==> src/rtl/idecode.sv <==
// RV32I decode/issue stage: ID register feeding an X register with decoded control.
// Optional `IDECODE_ILLEGAL_EN enables illegal-instruction detection; otherwise x_illegal is tied low.
module idecode (
    input  logic        clk,
    input  logic        reset_n,
    input  logic        if_valid,
    input  logic [31:0] if_inst,
    input  logic [31:0] if_pc,
    output logic        if_ready,
    input  logic        flush,
    input  logic        stall_i,
    output logic [4:0]  rs1,
    output logic [4:0]  rs2,
    output logic        rs1_v,
    output logic        rs2_v,
    output logic [4:0]  rd,
    output logic        rdx_v,
    output logic        rdm_v,
    output logic        x_valid,
    output logic [31:0] x_pc,
    output logic [31:0] x_imm,
    output logic [3:0]  x_alu_op,
    output logic [3:0]  x_class,
    output logic        x_illegal
);

    typedef enum logic [3:0] {
        CLS_OP     = 4'd0,
        CLS_OPIMM  = 4'd1,
        CLS_LUI    = 4'd2,
        CLS_AUIPC  = 4'd3,
        CLS_JAL    = 4'd4,
        CLS_JALR   = 4'd5,
        CLS_BRANCH = 4'd6,
        CLS_LOAD   = 4'd7,
        CLS_STORE  = 4'd8,
        CLS_OTHER  = 4'd9
    } cls_e;

    logic        id_valid_q, id_valid_d;
    logic [31:0] id_inst_q, id_inst_d;
    logic [31:0] id_pc_q, id_pc_d;

    logic        x_valid_q, x_valid_d;
    logic [4:0]  x_rd_q, x_rd_d;
    logic [31:0] x_pc_q, x_pc_d;
    logic [31:0] x_imm_q, x_imm_d;
    logic [3:0]  x_alu_op_q, x_alu_op_d;
    cls_e        x_class_q, x_class_d;
    logic        x_write_q, x_write_d;

    cls_e        dec_class;
    logic [31:0] dec_imm;
    logic [3:0]  dec_alu_op;
    logic        dec_reads1, dec_reads2, dec_write, dec_illegal;
    logic [2:0]  funct3;
    logic [6:0]  funct7;
    logic        issue, accept;

    // Decode of the instruction currently held in the ID register.
    // NOTE: every variable gets a default at the top of the block so no path leaves it unassigned (no latch).
    always_comb begin
        funct3    = id_inst_q[14:12];
        funct7    = id_inst_q[31:25];
        dec_class = CLS_OTHER;
        case (id_inst_q[6:0])
            7'b0110011: dec_class = CLS_OP;
            7'b0010011: dec_class = CLS_OPIMM;
            7'b0110111: dec_class = CLS_LUI;
            7'b0010111: dec_class = CLS_AUIPC;
            7'b1101111: dec_class = CLS_JAL;
            7'b1100111: dec_class = CLS_JALR;
            7'b1100011: dec_class = CLS_BRANCH;
            7'b0000011: dec_class = CLS_LOAD;
            7'b0100011: dec_class = CLS_STORE;
            default:    dec_class = CLS_OTHER;
        endcase

        dec_imm = 32'd0;
        case (dec_class)
            CLS_OPIMM, CLS_JALR, CLS_LOAD:
                dec_imm = {{20{id_inst_q[31]}}, id_inst_q[31:20]};
            CLS_STORE:
                dec_imm = {{20{id_inst_q[31]}}, id_inst_q[31:25], id_inst_q[11:7]};
            CLS_BRANCH:
                dec_imm = {{19{id_inst_q[31]}}, id_inst_q[31], id_inst_q[7],
                           id_inst_q[30:25], id_inst_q[11:8], 1'b0};
            CLS_LUI, CLS_AUIPC:
                dec_imm = {id_inst_q[31:12], 12'd0};
            CLS_JAL:
                dec_imm = {{11{id_inst_q[31]}}, id_inst_q[31], id_inst_q[19:12],
                           id_inst_q[20], id_inst_q[30:21], 1'b0};
            default:
                dec_imm = 32'd0;
        endcase

        dec_alu_op = {1'b0, funct3};
        if (dec_class == CLS_OP || (dec_class == CLS_OPIMM && funct3 == 3'd5))
            dec_alu_op[3] = id_inst_q[30];

`ifdef IDECODE_ILLEGAL_EN
        dec_illegal = 1'b0;
        case (dec_class)
            CLS_OP:
                dec_illegal = !(funct7 == 7'h00 ||
                                (funct7 == 7'h20 && (funct3 == 3'd0 || funct3 == 3'd5)));
            CLS_OPIMM:
                dec_illegal = (funct3 == 3'd1 && funct7 != 7'h00) ||
                              (funct3 == 3'd5 && funct7 != 7'h00 && funct7 != 7'h20);
            CLS_LOAD:   dec_illegal = (funct3 == 3'd3 || funct3 == 3'd6 || funct3 == 3'd7);
            CLS_STORE:  dec_illegal = (funct3 >= 3'd3);
            CLS_BRANCH: dec_illegal = (funct3 == 3'd2 || funct3 == 3'd3);
            CLS_OTHER:  dec_illegal = 1'b1;
            default:    dec_illegal = 1'b0;
        endcase
`else
        dec_illegal = 1'b0;
`endif

        dec_reads1 = !dec_illegal && (dec_class inside {CLS_OP, CLS_OPIMM, CLS_JALR,
                                                        CLS_BRANCH, CLS_LOAD, CLS_STORE});
        dec_reads2 = !dec_illegal && (dec_class inside {CLS_OP, CLS_BRANCH, CLS_STORE});
        dec_write  = !dec_illegal && (id_inst_q[11:7] != 5'd0) &&
                     (dec_class inside {CLS_OP, CLS_OPIMM, CLS_LUI, CLS_AUIPC,
                                        CLS_JAL, CLS_JALR, CLS_LOAD});
    end

    assign issue    = id_valid_q & ~stall_i;
    assign if_ready = ~stall_i & (~id_valid_q | issue);
    assign accept   = if_valid & if_ready;

    always_comb begin
        id_valid_d = id_valid_q;
        id_inst_d  = id_inst_q;
        id_pc_d    = id_pc_q;
        x_valid_d  = x_valid_q;
        x_rd_d     = x_rd_q;
        x_pc_d     = x_pc_q;
        x_imm_d    = x_imm_q;
        x_alu_op_d = x_alu_op_q;
        x_class_d  = x_class_q;
        x_write_d  = x_write_q;

        if (accept && !flush) begin
            id_valid_d = 1'b1;
            id_inst_d  = if_inst;
            id_pc_d    = if_pc;
        end else if (issue) begin
            id_valid_d = 1'b0;
        end

        if (issue) begin
            x_valid_d  = 1'b1;
            x_rd_d     = id_inst_q[11:7];
            x_pc_d     = id_pc_q;
            x_imm_d    = dec_imm;
            x_alu_op_d = dec_alu_op;
            x_class_d  = dec_class;
            x_write_d  = dec_write;
        end else if (!stall_i) begin
            x_valid_d  = 1'b0;
        end

        // A redirect kills both stages regardless of stall or a same-cycle fetch.
        if (flush) begin
            id_valid_d = 1'b0;
            x_valid_d  = 1'b0;
        end
    end

    // NOTE: sequential state uses non-blocking assignments so all flops update together at the edge.
    always_ff @(posedge clk or negedge reset_n) begin
        if (!reset_n) begin
            id_valid_q <= 1'b0;
            id_inst_q  <= 32'd0;
            id_pc_q    <= 32'd0;
            x_valid_q  <= 1'b0;
            x_rd_q     <= 5'd0;
            x_pc_q     <= 32'd0;
            x_imm_q    <= 32'd0;
            x_alu_op_q <= 4'd0;
            x_class_q  <= CLS_OP;
            x_write_q  <= 1'b0;
        end else begin
            id_valid_q <= id_valid_d;
            id_inst_q  <= id_inst_d;
            id_pc_q    <= id_pc_d;
            x_valid_q  <= x_valid_d;
            x_rd_q     <= x_rd_d;
            x_pc_q     <= x_pc_d;
            x_imm_q    <= x_imm_d;
            x_alu_op_q <= x_alu_op_d;
            x_class_q  <= x_class_d;
            x_write_q  <= x_write_d;
        end
    end

`ifdef IDECODE_ILLEGAL_EN
    logic x_illegal_q;

    always_ff @(posedge clk or negedge reset_n) begin
        if (!reset_n)
            x_illegal_q <= 1'b0;
        else if (issue)
            x_illegal_q <= dec_illegal;
    end

    assign x_illegal = x_valid_q & x_illegal_q;
`else
    assign x_illegal = 1'b0;
`endif

    assign rs1      = id_inst_q[19:15];
    assign rs2      = id_inst_q[24:20];
    assign rs1_v    = id_valid_q & dec_reads1;
    assign rs2_v    = id_valid_q & dec_reads2;
    assign rd       = x_rd_q;
    assign rdm_v    = x_valid_q & x_write_q;
    assign rdx_v    = rdm_v & (x_class_q != CLS_LOAD);
    assign x_valid  = x_valid_q;
    assign x_pc     = x_pc_q;
    assign x_imm    = x_imm_q;
    assign x_alu_op = x_alu_op_q;
    assign x_class  = x_class_q;

endmodule

==> config.mk <==
export PLATFORM = sky130hd
export DESIGN_NAME = idecode
export DESIGN_NICKNAME = d
export VERILOG_FILES = /design/src/rtl/idecode.sv
export SDC_FILE = /design/constraint.sdc
export NUM_CORES = 1
export LEC_CHECK = 0
export CORE_MARGIN = 2
export CORE_UTILIZATION = 25
export DETAILED_ROUTE_END_ITERATION = 16
export PLACE_DENSITY = 0.46
export SLEW_MARGIN = 20
export SYNTH_ARGS = -nofsm -noshare
export SYNTH_HDL_FRONTEND = slang
export SYNTH_SLANG_ARGS = --single-unit
==> constraint.sdc <==
create_clock -name clk -period 2.4 [get_ports clk]
set_clock_uncertainty 0.1 [all_clocks]
set_input_delay 0.24 -clock clk [delete_from_list [all_inputs] [get_ports clk]]
set_output_delay 0.24 -clock clk [all_outputs]
set_load 0.01 [all_outputs]
==> results of run 1 <==
## per-stage QoR
step,hold WS [ps],utilization (%),total power [W]
finish,235,36.6,0.00746
global route,250,36.6,0.00788
CTS,251,36.5,0.00758
detailed placement,135,33.8,0.00472
global placement,122,33.8,0.00469
floorplan,-156,-,0.00386
## timing repair
action / in CTS / in global routing
hold buffers: 1 / 0
hold endpoints to repair: 50 / 0
setup buffers: 0 / 3
endpoints found under the setup margin: 2 / 1
gates resized for setup: 2 / 2
## where the power goes
group | internal [W] | total [W] | switching (W)
Clock | 0.00174 | 0.00279 | 0.00106
Sequential | 0.00284 | 0.00317 | 0.000320
Combinational | 0.000862 | 0.00150 | 0.000643
## routing by layer
layer	global-route usage [%]	wire, um	part of all wire [%]
met1	17.3	7370	44
met2	21.9	7870	47
met3	6.07	1400	8.4
met4	3.18	146	0.87
met5	0	0	0
## area by class of cell
class	instances	area, um2
inverters	3	11.3
clock inverters	10	149
flip-flops and latches	144	3610
repair buffers	184	1810
multi-input cells	331	2170
well taps	319	399
clock buffers	22	474
fillers	2345	14900
## worst min-delay path by stage
| stage | slack (ps) | startpoint | cells after the start | to |
|---|---|---|---|---|
| after floorplan | -160 | reset_n | 0 | id_inst_q[0]$_DFFE_PN0P_ |
| after global placement | 120 | reset_n | 1 | x_pc[28]$_DFFE_PN0P_ |
| after detailed placement | 130 | reset_n | 1 | x_pc[28]$_DFFE_PN0P_ |
| after CTS | 250 | reset_n | 2 | id_pc_q[28]$_DFFE_PN0P_ |
| after global routing | 250 | reset_n | 2 | id_pc_q[28]$_DFFE_PN0P_ |
| final | 240 | reset_n | 2 | id_pc_q[28]$_DFFE_PN0P_ |
## cells by family after synthesis
family | Yosys count
buffers and inverters | 47
and+or+nand+nor | 189
other | 1
muxes | 65
AOI/OAI and AO/OA | 75
DFF | 144
xor gates and xnor gates | 1
## state kept, by name, indices dropped and copies added, names as in the netlist
register and count:
id_valid_q 1, id_pc_q 32, x_class 4, x_imm 32
rd 5, x_valid 1, x_pc 32, id_inst_q 32
x_alu_op 4, x_write_q 1
## worst register-to-register path, stage by stage, from the launching register on
cell and delay, ps:
dfrtp_2 450, buf_4 160, mux2_4 290, or3_4 360
a31oi_2 380, a32o_1 240
## cell usage in the layout (no fill, tap or decap), types with 4 or more instances in the layout
master / n
clkdlybuf4s50_1: 158
nand2_1: 150
dfrtp_1: 142
mux2_2: 51
buf_4: 20
clkbuf_16: 17
a22oi_1: 15
mux2_1: 11
o21ai_2: 10
nor2_1: 8
a221o_1: 8
o21ai_1: 7
o21ai_0: 6
a32o_1: 5
a21oi_1: 5
nand3_1: 4
inv_6: 4
==> impl_metrics.toml, run 1 <==
[placement]
io_buffer_count = 161
dp_hpwl_um = 11800
gp_congestion = 0.789
place_area_um2 = 7970
post-place-ws_ps = 257
dp.cells = 977

[critical_path]
r2r_cells = 5
worst_ep_required_time_ps = 2060
path_cells = "nand4bb_1, a211oi_1, dlygate4sd2_1"
end_kind = "primary output"
crit_path_start_kind = "flip-flop"
critPathMaxFanout = 4
cp.depth = 3
max_stage_delay_ps = 400
reg2reg_slack_ps = 360
r2r_start = "id_inst_q[6]$_DFFE_PN0P_"
crit_path_end = "rs2_v"
path_buf_inv = 1
critPathSlowestCell = "dfrtp_1"
crit_family = "flip-flops"
worstSetupPathType = "flip-flop to primary output"
crit_arrival_ps = 1820
r2r-end = "x_imm[7]$_DFFE_PN0P_"
cp-startpoint = "id_inst_q[2]$_DFFE_PN0P_"

[flow_run]
cap_violations = 0

[clock_tree]
cts_buffers = 17
cts_max_level = 4
path_clk_slew_ps = 60
insertion_delay_ps = 410
cts.sinks = 144
max-clock-path-buffers = 2
cts_tree = "done"
cts-root-buf = "clkbuf_16"

[sta]
setup_viol = 0
rsz0062_at_grt = "no"
slew_viol_final = 0
worst_slack_ps = 243
hold_viol = 0
tightestPinTransition_ps = 526
finalCritPeriodShare_pct = 89.9
fmax_mhz = 464
slew_headroom_pct = 64.0
period_minus_slack_ps = 2160
fin_setup_tns_ps = 0

[drt]
vias = 4489
dr.pass1.iters = 4
ant_nets = 0
wire_per_inst_um = 16.6
via_per_inst = 4.43
drc_errors = 0
drtIter0Drc = 176
routed_wl_um = 16800

[synthesis]
muxShareOfSynthArea_pct = 12.2
synthTopCellsByCount = "nand2_1, dfrtp_1, mux2_2, clkbuf_1, a22oi_1"
synth_simple_gate_area_share_pct = 13.3
synth-edff-count = 0
ys_ff_latch = 144
synth_top_family_by_area = "simple AND/OR/NAND/NOR gates"
synth_xor_area_share_pct = 0.146
synth_compound_area_share_pct = 10.1
ys.warnings.count = 0
synth.area.top_cells = "dfrtp_1, mux2_2, nand2_1"
synth_cell_types = 53
synthAdderAreaFrac_pct = 0
yosysMostFrequentCell = "nand2_1"
synth-main-ff-cell = "dfrtp_1"
async_flop_share_pct = 100
syn-cell-area_um2 = 6000
synth_cells = 522
synth_seq_area_share_pct = 60.0
synth_top_area_share_pct = 60.0
syn_area_per_cell_um2 = 11.5
synth_largest_area_cell = "dfrtp_1"
syn-num-nets = 591

[global_route]
gr-total-overflow = 0
antenna_found_initial = 0
track_usage_pct = 13.8
grt_max_degree = 54
grt_pass1_wl_um = 27400
grt_pass1_vias = 4795

[power_and_ir_drop]
leakage_nw = 3.73
p_per_area_nw_per_um2 = 865
ir_worst_vdd_v = 0.000421

[final_layout]
num_antenna_cells = 0
area_growth_pct = 43.7
nNetsFinal = 750
instances_no_fill = 1013
fin_area_um2 = 8620
drive_gt1_share_pct = 18.2

[die]
num_rows = 56
die_area_um2 = 25300
ios = 163
start_util_pct = 25.5
fp.dieH_um = 159
die_w_um = 159
core-area_um2 = 23500

[min_path]
min_path_type = "primary input to async pin"

[run_status]
status = "completed"
Power figures use the tool's default switching activity.
==> run 2: changes to the inputs <==
--- a/config.mk
+++ b/config.mk
@@ -6,10 +6,10 @@
 export NUM_CORES = 1
 export LEC_CHECK = 0
 export CORE_MARGIN = 2
-export CORE_UTILIZATION = 25
+export CORE_UTILIZATION = 48
 export DETAILED_ROUTE_END_ITERATION = 16
-export PLACE_DENSITY = 0.46
-export SLEW_MARGIN = 20
+export MAX_ROUTING_LAYER = met4
+export PLACE_DENSITY = 0.79
 export SYNTH_ARGS = -nofsm -noshare
 export SYNTH_HDL_FRONTEND = slang
 export SYNTH_SLANG_ARGS = --single-unit
==> run 2 against run 1 <==
Compared with the run above: clock-buffer cell count up 1; largest cell class unchanged; routed wire length down 12%; largest power group unchanged; combinational power about the same; via count up 2.9%; cell count down 15%; core utilization up 33 points.
==> impl_metrics.toml, run 2 (synthesized netlist as in run 1, its figures left out) <==
[final_layout]
area_growth_pct = 41.2
nNetsFinal = 745
final_common_cell = "clkdlybuf4s50_1"
drive_gt1_share_pct = 17.6
num_antenna_cells = 0
layout_common_cells = "clkdlybuf4s50_1, nand2_1, dfrtp_1"
fin_util_pct = 70.0

[clock_tree]
cts.sinks = 144
cts-root-buf = "clkbuf_16"
path_clk_slew_ps = 60
postCtsSetupRepairBufs = 0
insertion_delay_ps = 410
cts_buffers = 17
max-clock-path-buffers = 2
cts_max_level = 4
cts_tree = "done"

[global_route]
grt_pass1_wl_um = 23200
gr-total-overflow = 0
track_usage_pct = 23.2
grt_pass1_vias = 4638
antenna_found_initial = 0
grt_max_degree = 60

[sta]
slew_viol_final = 0
rsz0062_at_grt = "no"
setup_viol = 0
fmax_mhz = 439
hold_viol = 0
period_minus_slack_ps = 2280
fin_setup_tns_ps = 0
tightestPinTransition_ps = 932
slew_headroom_pct = 37.4
finalCritPeriodShare_pct = 94.9

[drt]
dr.pass1.iters = 5
via_per_inst = 5.39
drtIter0Drc = 411
drc_errors = 0
vias = 4619
routed_wl_um = 14800
wire_per_inst_um = 17.3
ant_nets = 0

[critical_path]
reg2reg_slack_ps = 340
r2r-end = "x_imm[4]$_DFFE_PN0P_"
r2r_cells = 5
critPathSlowestCell = "clkdlybuf4s50_1"
max_stage_delay_ps = 570
end_kind = "primary output"
cp-startpoint = "id_inst_q[6]$_DFFE_PN0P_"
r2r_start = "id_inst_q[3]$_DFFE_PN0P_"
crit_family = "buffers and inverters"
crit_path_start_kind = "flip-flop"
crit_arrival_ps = 1940
path_buf_inv = 1
worstSetupPathType = "flip-flop to primary output"
path_cells = "nor2b_1, o2bb2ai_1, and3_1, clkdlybuf4s50_1"
critPathMaxFanout = 10
worst_ep_required_time_ps = 2060

[placement]
gp_congestion = 0.837
dp_hpwl_um = 10200
io_buffer_count = 161

[run_status]
status = "completed"

[die]
die_area_um2 = 13400
num_rows = 40
start_util_pct = 49.6
ios = 163
fp.dieH_um = 116
die_w_um = 116
core-area_um2 = 12100

[min_path]
min_path_type = "primary input to async pin"

[power_and_ir_drop]
ir_worst_vdd_v = 0.000499
leakage_nw = 3.74
p_per_area_nw_per_um2 = 908

[flow_run]
cap_violations = 0
## run 2: worst reg2reg max path, cell delays in order (launching register included)
cell and delay [ps]:
dfrtp_1 410, buf_4 200, or4_1 550, a21oi_1 380, a22oi_1 170, o21ai_1 170
## run 2: power by group
part,switching [W],internal [W],leakage (nW)
clock network,0.000963,0.00206,0.334
registers,0.000309,0.00285,1.81
logic,0.000658,0.000857,1.59
total,0.00193,0.00577,3.74
## run 2: worst max-delay path by stage
| stage | end | slack [ps] | cells after the start |
|---|---|---|---|
| 6_report | rs1_v | 120 | 4 |
| 5_1_grt | rs1_v | 10 | 4 |
| 4_1_cts | rs2_v | 40 | 3 |
| 3_5_place_dp | x_alu_op[3]$_DFFE_PN0P_ | 210 | 5 |
| 3_3_place_gp | x_alu_op[3]$_DFFE_PN0P_ | 240 | 5 |
| 2_1_floorplan | x_imm[21]$_DFFE_PN0P_ | 580 | 6 |
## run 2: layout make-up
class | count | area, um2
Inverter | 3 | 11.3
Multi-Input combinational cell | 331 | 2170
Tap cell | 168 | 210
Sequential cell | 144 | 3610
Fill cell | 882 | 3640
Clock inverter | 9 | 201
Clock buffer | 23 | 488
Timing Repair Buffer | 179 | 1790
## run 2: through the flow
| step | instance area (um2) | instances | setup WS [ps] | hold WS (ps) | power (W) |
|---|---|---|---|---|---|
| 2_1_floorplan | 6000 | 522 | 580 | -156 | 0.00386 |
| 3_3_place_gp | 7770 | 824 | 239 | 131 | 0.00464 |
| 3_5_place_dp | 7770 | 824 | 207 | 141 | 0.00470 |
| 4_1_cts | 8470 | 857 | 41.1 | 276 | 0.00776 |
| 5_1_grt | 8470 | 857 | 14.8 | 309 | 0.00804 |
| 6_report | 8470 | 857 | 122 | 272 | 0.00770 |
## run 2: timing repair
action	4_1_cts	5_1_grt
resized for setup	0	3
hold endpoints to repair	56	0
hold buffers	1	0
endpoints found under the setup margin	0	2
## run 2: metal layers
metal / global-route usage, % / wire [um] / vias up / share of wire, %
li1: - / - / 2095 / -
met5: - / 0 / - / 0
met3: 7.11 / 1200 / 23 / 8.1
met2: 36.6 / 7140 / 213 / 48
met1: 29.2 / 6290 / 2288 / 42
met4: 7.06 / 212 / 0 / 1.4
